[config.mk]
export PLATFORM = sky130hd
export DESIGN_NAME = lcd_scene_scheduler
export DESIGN_NICKNAME = d
export VERILOG_FILES = /design/src/rtl/lcd_scene_scheduler.sv
export SDC_FILE = /design/constraint.sdc
export NUM_CORES = 1
export LEC_CHECK = 0
export ABC_AREA = 1
export ABC_CLOCK_PERIOD_IN_PS = 2750
export BUFFER_PORTS_ARGS = -buffer_cell sky130_fd_sc_hd__buf_4
export CAP_MARGIN = 15
export CORE_MARGIN = 2
export CORE_UTILIZATION = 30
export DETAILED_ROUTE_END_ITERATION = 10
export GPL_ROUTABILITY_DRIVEN = 0
export GPL_TIMING_DRIVEN = 0
export REMOVE_ABC_BUFFERS = 1
export SETUP_SLACK_MARGIN = 0.5
export SYNTH_ARGS = -nofsm -noshare
export SYNTH_HDL_FRONTEND = slang
export SYNTH_SLANG_ARGS = --single-unit
[constraint.sdc]
create_clock -name clock -period 2.75 [get_ports clock]
set_input_delay 0.4125 -clock clock [delete_from_list [all_inputs] [get_ports clock]]
set_output_delay 0.4125 -clock clock [all_outputs]
set_load 0.02 [all_outputs]
[src/rtl/lcd_scene_scheduler.sv]
// Frame-synchronous scene sequencer for the LCD renderer: detects frame wrap from the
// scanned y coordinate, picks the active scene and animates a bouncing sprite once per frame.
module lcd_scene_scheduler #(
    parameter int SCREEN_W    = 480,
    parameter int SCREEN_H    = 272,
    parameter int BORDER      = 4,
    parameter int SPRITE_W    = 32,
    parameter int SPRITE_H    = 32,
    parameter int STEP        = 2,
    parameter int AUTO_FRAMES = 300
) (
    input  logic        clock,
    input  logic        reset,
    input  logic [8:0]  x,
    input  logic [8:0]  y,
    input  logic        key_next,
    input  logic        key_pause,
    input  logic        auto_en,
    output logic        frame_start,
    output logic [1:0]  scene,
    output logic [8:0]  sprite_x,
    output logic [8:0]  sprite_y,
    output logic [15:0] frame_count,
    output logic [7:0]  status_led
);

    localparam int TW = $clog2(AUTO_FRAMES);
    localparam logic [TW-1:0] T_LAST = TW'(AUTO_FRAMES - 1);
    localparam logic [9:0] X_MAX  = 10'(SCREEN_W - BORDER - SPRITE_W);
    localparam logic [9:0] Y_MAX  = 10'(SCREEN_H - BORDER - SPRITE_H);
    localparam logic [9:0] P_MIN  = 10'(BORDER);
    localparam logic [9:0] STEP10 = 10'(STEP);

    typedef enum logic [1:0] {
        S_HELLO  = 2'd0,
        S_BOUNCE = 2'd1,
        S_BARS   = 2'd2
    } scene_e;

    // The x coordinate is not needed: frame boundaries come from y alone.
    logic unused_x;
    assign unused_x = ^x;

    logic          kn_s1_q, kn_s2_q, kn_prev_q;
    logic          kp_s1_q, kp_s2_q;
    logic [8:0]    y_prev_q;
    logic          fs_q;

    scene_e        scene_q, scene_d;
    logic          pending_q, pending_d;
    logic          paused_q, paused_d;
    logic          auto_q, auto_d;
    logic [TW-1:0] timer_q, timer_d;
    logic [8:0]    sx_q, sx_d, sy_q, sy_d;
    logic          dx_q, dx_d, dy_q, dy_d;
    logic [15:0]   fc_q, fc_d;

    logic          key_edge, wrap, advance;
    logic [10:0]   ax, ay;

    // Returns {dir, pos}; a move past a bound clamps to the bound and reverses direction.
    function automatic logic [10:0] step_axis(input logic [9:0] pos, input logic dir,
                                              input logic [9:0] hi);
        logic [9:0] nxt;
        if (dir) begin
            nxt = pos + STEP10;
            if (nxt > hi) return {1'b0, hi};
            return {1'b1, nxt};
        end
        if (pos < P_MIN + STEP10) return {1'b1, P_MIN};
        nxt = pos - STEP10;
        return {1'b0, nxt};
    endfunction

    always_ff @(posedge clock or posedge reset) begin
        if (reset) begin
            kn_s1_q   <= 1'b0;
            kn_s2_q   <= 1'b0;
            kn_prev_q <= 1'b0;
            kp_s1_q   <= 1'b0;
            kp_s2_q   <= 1'b0;
            y_prev_q  <= '0;
            fs_q      <= 1'b0;
        end else begin
            kn_s1_q   <= key_next;
            kn_s2_q   <= kn_s1_q;
            kn_prev_q <= kn_s2_q;
            kp_s1_q   <= key_pause;
            kp_s2_q   <= kp_s1_q;
            y_prev_q  <= y;
            fs_q      <= wrap;
        end
    end

    always_ff @(posedge clock or posedge reset) begin
        if (reset) begin
            scene_q   <= S_HELLO;
            pending_q <= 1'b0;
            paused_q  <= 1'b0;
            auto_q    <= 1'b0;
            timer_q   <= '0;
            sx_q      <= 9'(BORDER);
            sy_q      <= 9'(BORDER);
            dx_q      <= 1'b1;
            dy_q      <= 1'b1;
            fc_q      <= '0;
        end else begin
            scene_q   <= scene_d;
            pending_q <= pending_d;
            paused_q  <= paused_d;
            auto_q    <= auto_d;
            timer_q   <= timer_d;
            sx_q      <= sx_d;
            sy_q      <= sy_d;
            dx_q      <= dx_d;
            dy_q      <= dy_d;
            fc_q      <= fc_d;
        end
    end

    always_comb begin
        key_edge  = kn_s2_q & ~kn_prev_q;
        wrap      = (y < y_prev_q);
        // A press landing on the frame_start cycle itself is folded into this advance.
        advance   = pending_q | key_edge | (auto_en & ~kp_s2_q & (timer_q == T_LAST));
        ax        = step_axis({1'b0, sx_q}, dx_q, X_MAX);
        ay        = step_axis({1'b0, sy_q}, dy_q, Y_MAX);

        scene_d   = scene_q;
        pending_d = pending_q | key_edge;
        paused_d  = paused_q;
        auto_d    = auto_q;
        timer_d   = timer_q;
        sx_d      = sx_q;
        sy_d      = sy_q;
        dx_d      = dx_q;
        dy_d      = dy_q;
        fc_d      = fc_q;

        if (fs_q) begin
            fc_d     = fc_q + 16'd1;
            paused_d = kp_s2_q;
            auto_d   = auto_en;
            if (advance) begin
                case (scene_q)
                    S_HELLO:  scene_d = S_BOUNCE;
                    S_BOUNCE: scene_d = S_BARS;
                    default:  scene_d = S_HELLO;
                endcase
                timer_d   = '0;
                pending_d = 1'b0;
            end else if (auto_en && !kp_s2_q) begin
                timer_d = timer_q + 1'b1;
            end
            // Motion follows the scene that was on screen for the frame just finished.
            if (scene_q == S_BOUNCE && !kp_s2_q) begin
                dx_d = ax[10];
                sx_d = ax[8:0];
                dy_d = ay[10];
                sy_d = ay[8:0];
            end
        end
    end

    assign frame_start = fs_q;
    assign scene       = scene_q;
    assign sprite_x    = sx_q;
    assign sprite_y    = sy_q;
    assign frame_count = fc_q;
    assign status_led  = {2'b00, dy_q, dx_q, auto_q, paused_q, scene_q};

endmodule

Word-level counts from Yosys, hierarchy flattened. Index checks and enable logic that the tools add are counted.

Flip-flop bits (word level): 65. Latch bits: 0. RAM bits: 0. Memory bits (read-only): 0. Bits of input ports: 23. Output and inout bits: 45. Word-level logic and storage cells: 72. Memories kept: 0.

Add/sub/neg operators: 6. Multipliers: 0. Div/mod/pow operators: 0. $lt $le $gt $ge: 5. Eq/ne operators: 2. Shift operators: 0. Mux-type cells: 27. Bitwise logic cells: 7. Reduce and logical (&&, ||, !) cells: 8.

Operators by type and width (number): 11-bit two-way mux (12); 9-bit by 2-bit adder with 10-bit output (second input constant) (2); 9-bit by 2-bit subtractor with 10-bit output (second input constant) (2); 9-bit by 3-bit < comparator with 1-bit output (second input constant) (2); 9-bit two-way mux (2); 16-bit by 1-bit adder with 16-bit output (second input constant) (1); 1-bit two-way mux (12); 10-bit by 8-bit > comparator with 1-bit output (second input constant) (1); 10-bit by 9-bit > comparator with 1-bit output (second input constant) (1); 9-bit by 1-bit adder with 9-bit output (second input constant) (1); 9-bit equality test (second input constant) (1); 9-bit < comparator (1); 2-bit AND reduction (3); 2-bit one-hot mux with 2 select lines (1); 1-bit bitwise AND (3); 2-bit by 1-bit equality test with 1-bit output (second input constant) (1); 1-bit logical AND (2); 2-bit logical NOT (1); 1-bit inverter (2); 1-bit bitwise OR (2); 2-bit nonzero test (1); 1-bit logical NOT (1).

Logic depth before layout (Yosys ltp).
Word-level depth: 9. Mapped depth: 13. Depth with buffers taken out: 13.

Least setup slack after synthesis. No wires, ideal clock.

Path type: reg-to-reg. Start: register sy_q[2], in the netlist sprite_y[2]. End: register sy_q[1], in the netlist sprite_y[1]. Library setup time: 0.126 ns. Data arrival time: 1.626 ns. Data required time: 2.624 ns. Setup slack: 0.998 ns. Stages on the path, launching flop included: 10. Cells stage by stage: dfstp_2 -> ha_1 -> nand2_1 -> nor2_1 -> xor2_1 -> inv_1 -> nor2_1 -> nand2_1 -> a21oi_1 -> o22ai_1.

Word-level cells in the longest chain between the ends: 9. Elaborated cells between the ends (all ways): 12. Those cells by class: add/sub (1); order compare (2); mux (9).

Ends and longest elaborated chain: start: declaration (RTL line 54) `logic [8:0] sx_q, sx_d, sy_q, sy_d;`; start signal: assignment (RTL line 103) `sy_q <= 9'(BORDER);`; start signal: assignment (RTL line 114) `sy_q <= sy_d;`; 9-bit by 2-bit adder with 10-bit output (RTL line 66) `nxt = pos + STEP10;`; 10-bit by 8-bit > comparator with 1-bit output (RTL line 67) `if (nxt > hi) return {1'b0, hi};`; 1-bit two-way mux (RTL line 67); 1-bit two-way mux (RTL line 65) `if (dir) begin`; 11-bit two-way mux (RTL line 68) `return {1'b1, nxt};`; 11-bit two-way mux (RTL line 65); 11-bit two-way mux (RTL line 70) `if (pos < P_MIN + STEP10) return {1'b1, P_MIN};`; 11-bit two-way mux (RTL line 71) `nxt = pos - STEP10;`; 11-bit two-way mux (*) (RTL line 70).

Every way passes the cells marked *; elsewhere a longest branch is shown, timed or not. The select of a mux whose other input is x is not followed. A chain may end at the register's enable or synchronous reset.

Final worst setup path.
Start: register fs_q, in the netlist frame_start. End: register sy_q[8], in the netlist sprite_y[8].

Word-level cells in the longest chain between the ends: 1.

Ends and longest elaborated chain: start: declaration (RTL line 47) `logic fs_q;`; start signal: assignment (RTL line 91) `fs_q <= wrap;`; 2-bit AND reduction (no source line).

Every way passes these cells.

==> impl_metrics.yaml <==
clocking:
  tritoncts: "built"
  cts.hold.buffers_added: 0
  htreeDepth: 3
  insertion_delay_ps: 330
  cts_buffer_depth: 2
  clock-root-buffer: "clkbuf_16"
  cts_sinks: 63
  cts_buffers: 9
  path_clk_slew_ps: 50
  post_cts_buffers: 0
yosys:
  yosysMostFrequentCell: "nand2_1"
  yosys_warnings: 0
  syn_area_um2: 3610
  synthTopCellsByArea: "dfrtp_1 41%, nand2_1 8.6%, inv_1 8.1%"
  ys_types: 39
  ys.flop_type: "dfrtp_1"
  synth-seq-cells: 63
  ys_seq_area_share_pct: 43.8
  synth_top_area_share_pct: 40.9
  synth_edf_count: 0
  synthTopCellsByCount: "83 x nand2_1, 78 x inv_1, 59 x dfrtp_1"
  yosys.area.top_type: "dfrtp_1"
  asyncSetResetFlopFracSynth_pct: 100
  syn_avg_cell_area_um2: 7.85
  syn_inst: 460
timing:
  fin_crit_ps: 1940
  fin_hold_ws_ps: 186
  slew_headroom_pct: 46.9
  grt_setup_unrepaired: "no"
  fmax_ghz: 0.514
  skew_ps: 5.27
  fin_crit_sh_pct: 70.7
  slew_violations: 0
  worst_pin_slew_ps: 796
  finalSetupViolations: 0
  hold_viol: 0
hold_path:
  hold_path.class: "in -> reg"
finish:
  drive_above_1_share_pct: 18.2
  finalNetCount: 549
  fin_util_pct: 37.3
  area_growth_pct: 22.4
  fin_cells: 663
  antenna_cells: 0
floorplanning:
  die-area_um2: 12900
  row_count: 40
  initial_core_util_pct: 30.4
  die_x_um: 114
  die_h_um: 114
  num_io_pins: 68
  core-area_um2: 11900
route:
  vias: 3063
  drc: 0
  routedWlPerCell_um: 12.2
  ant_nets: 0
  dr.pass1.iters: 5
  wirelength_um: 8090
  via_per_inst: 4.62
  drt_iter0_markers: 111
place:
  dp_hpwl_um: 5820
  dp_cells: 648
  port_buffers: 54
global_route:
  antenna_found_initial: 0
  grt_pass1_wl_um: 13600
  grt_max_degree: 64
  track_usage_pct: 13.4
  overflow: 0
  grt_pass1_vias: 2938
critical_path:
  cp_max_fo: 14
  crit_path_start_kind: "flip-flop"
  arrival_ps: 2150
  r2r_end: "sprite_y[8]"
  required_ps: 2950
  rr_startpoint: "frame_start"
  crit_end: "sprite_y[8]"
  worst_setup_path_end_kind: "flip-flop"
  path_class: "reg -> reg"
  rrSetupSlack_ps: 810
  cp-startpoint: "frame_start"
  reg2reg_depth: 6
pwr:
  p_leak_nw: 2.29
  vdd.ir_drop.worst_v: 0.000414
  powerDensity_nw_per_um2: 998
  fin_total_pwr_mw: 4.41
run_status:
  outcome: "finished clean"
job:
  drv_cap: 0
-- stage by stage --
stage / worst slack (ps) / instance area (um2) / setup TNS [ps]
CTS: 547 / 4410 / 0
global placement: -198 / 4110 / -11380
global route: 577 / 4420 / 0
detailed placement: 572 / 4110 / 0
finish: 806 / 4420 / 0
floorplan: 774 / 3520 / 0
-- report_power, final --
group / internal (mW) / switching (mW)
combinational: 0.682 / 1.13
clock: 0.743 / 0.400
sequential: 1.15 / 0.303
-- timing repair --
item                                    4_1_cts  5_1_grt
hold endpoints to repair                      0        0
endpoints found under the setup margin        0       15
resized for setup                             0        2
-- layout make-up --
cell class | instances | area (um2)
Fill cell | 1220 | 7440
Multi-Input combinational cell | 301 | 1640
Sequential cell | 63 | 1580
Timing Repair Buffer | 54 | 405
Inverter | 83 | 314
Clock buffer | 12 | 256
Tap cell | 147 | 184
Clock inverter | 3 | 42.5
-- logic make-up (layout without fill, tap and decap cells) --
logic type	count (synthesis)	in the layout	share of synthesized area, %
AO/OA/AOI/OAI	64	64	10.1
buffers and inverters	99	152	11.5
XOR/XNOR	21	21	5.09
other	1	4	0.104
flip-flops	63	63	43.8
AND/OR/NAND/NOR	198	198	24.6
adder cells (fa/ha/maj)	14	14	4.85
-- registers in the layout, indices dropped and copies added, names as in the netlist --
register / count
frame_count: 16
timer_q: 9
y_prev_q: 9
sprite_x: 8
sprite_y: 8
scene: 2
auto_q: 1
dx_q: 1
dy_q: 1
frame_start: 1
kn_prev_q: 1
kn_s1_q: 1
kn_s2_q: 1
kp_s1_q: 1
kp_s2_q: 1
paused_q: 1
pending_q: 1
-- worst min path at each step --
stage	from	to	slack, ps	cells after the start
floorplan	kn_s1_q	kn_s2_q	330	0
global placement	kp_s1_q	kp_s2_q	340	0
detailed placement	kp_s1_q	kp_s2_q	350	0
CTS	key_next	kn_s1_q	170	1
global route	key_next	kn_s1_q	170	1
finish	key_next	kn_s1_q	190	1
-- worst max-delay path, cell delays in order (launching register included) --
cell and delay, ps:
dfrtp_1 560, inv_2 150, nor2_1 220, nand2_2 270, nor4_2 320, xor2_1 220
a21oi_1 60
-- cell usage in the layout (no fill, tap or decap), drive strengths merged, types with 2 or more instances in the layout --
master  instances
nand2          87
clkbuf         12
a31oi           2
xor2           18
conb            4
inv            82
nor2           53
buf            54
xnor2           3
nor3           10
nand3          24
clkinv          2
ha             14
o21ai          29
a21o            3
nor3b           4
dfrtp          59
dfstp           4
nor4            5
a21oi          25
nand4          12
-- metal layers --
layer	track usage [%]	wire length, um
met5	0	0
met4	4.88	129
met3	5.63	372
met2	21.6	3810
met1	16.1	3780
(Power assumes the default switching activity.)
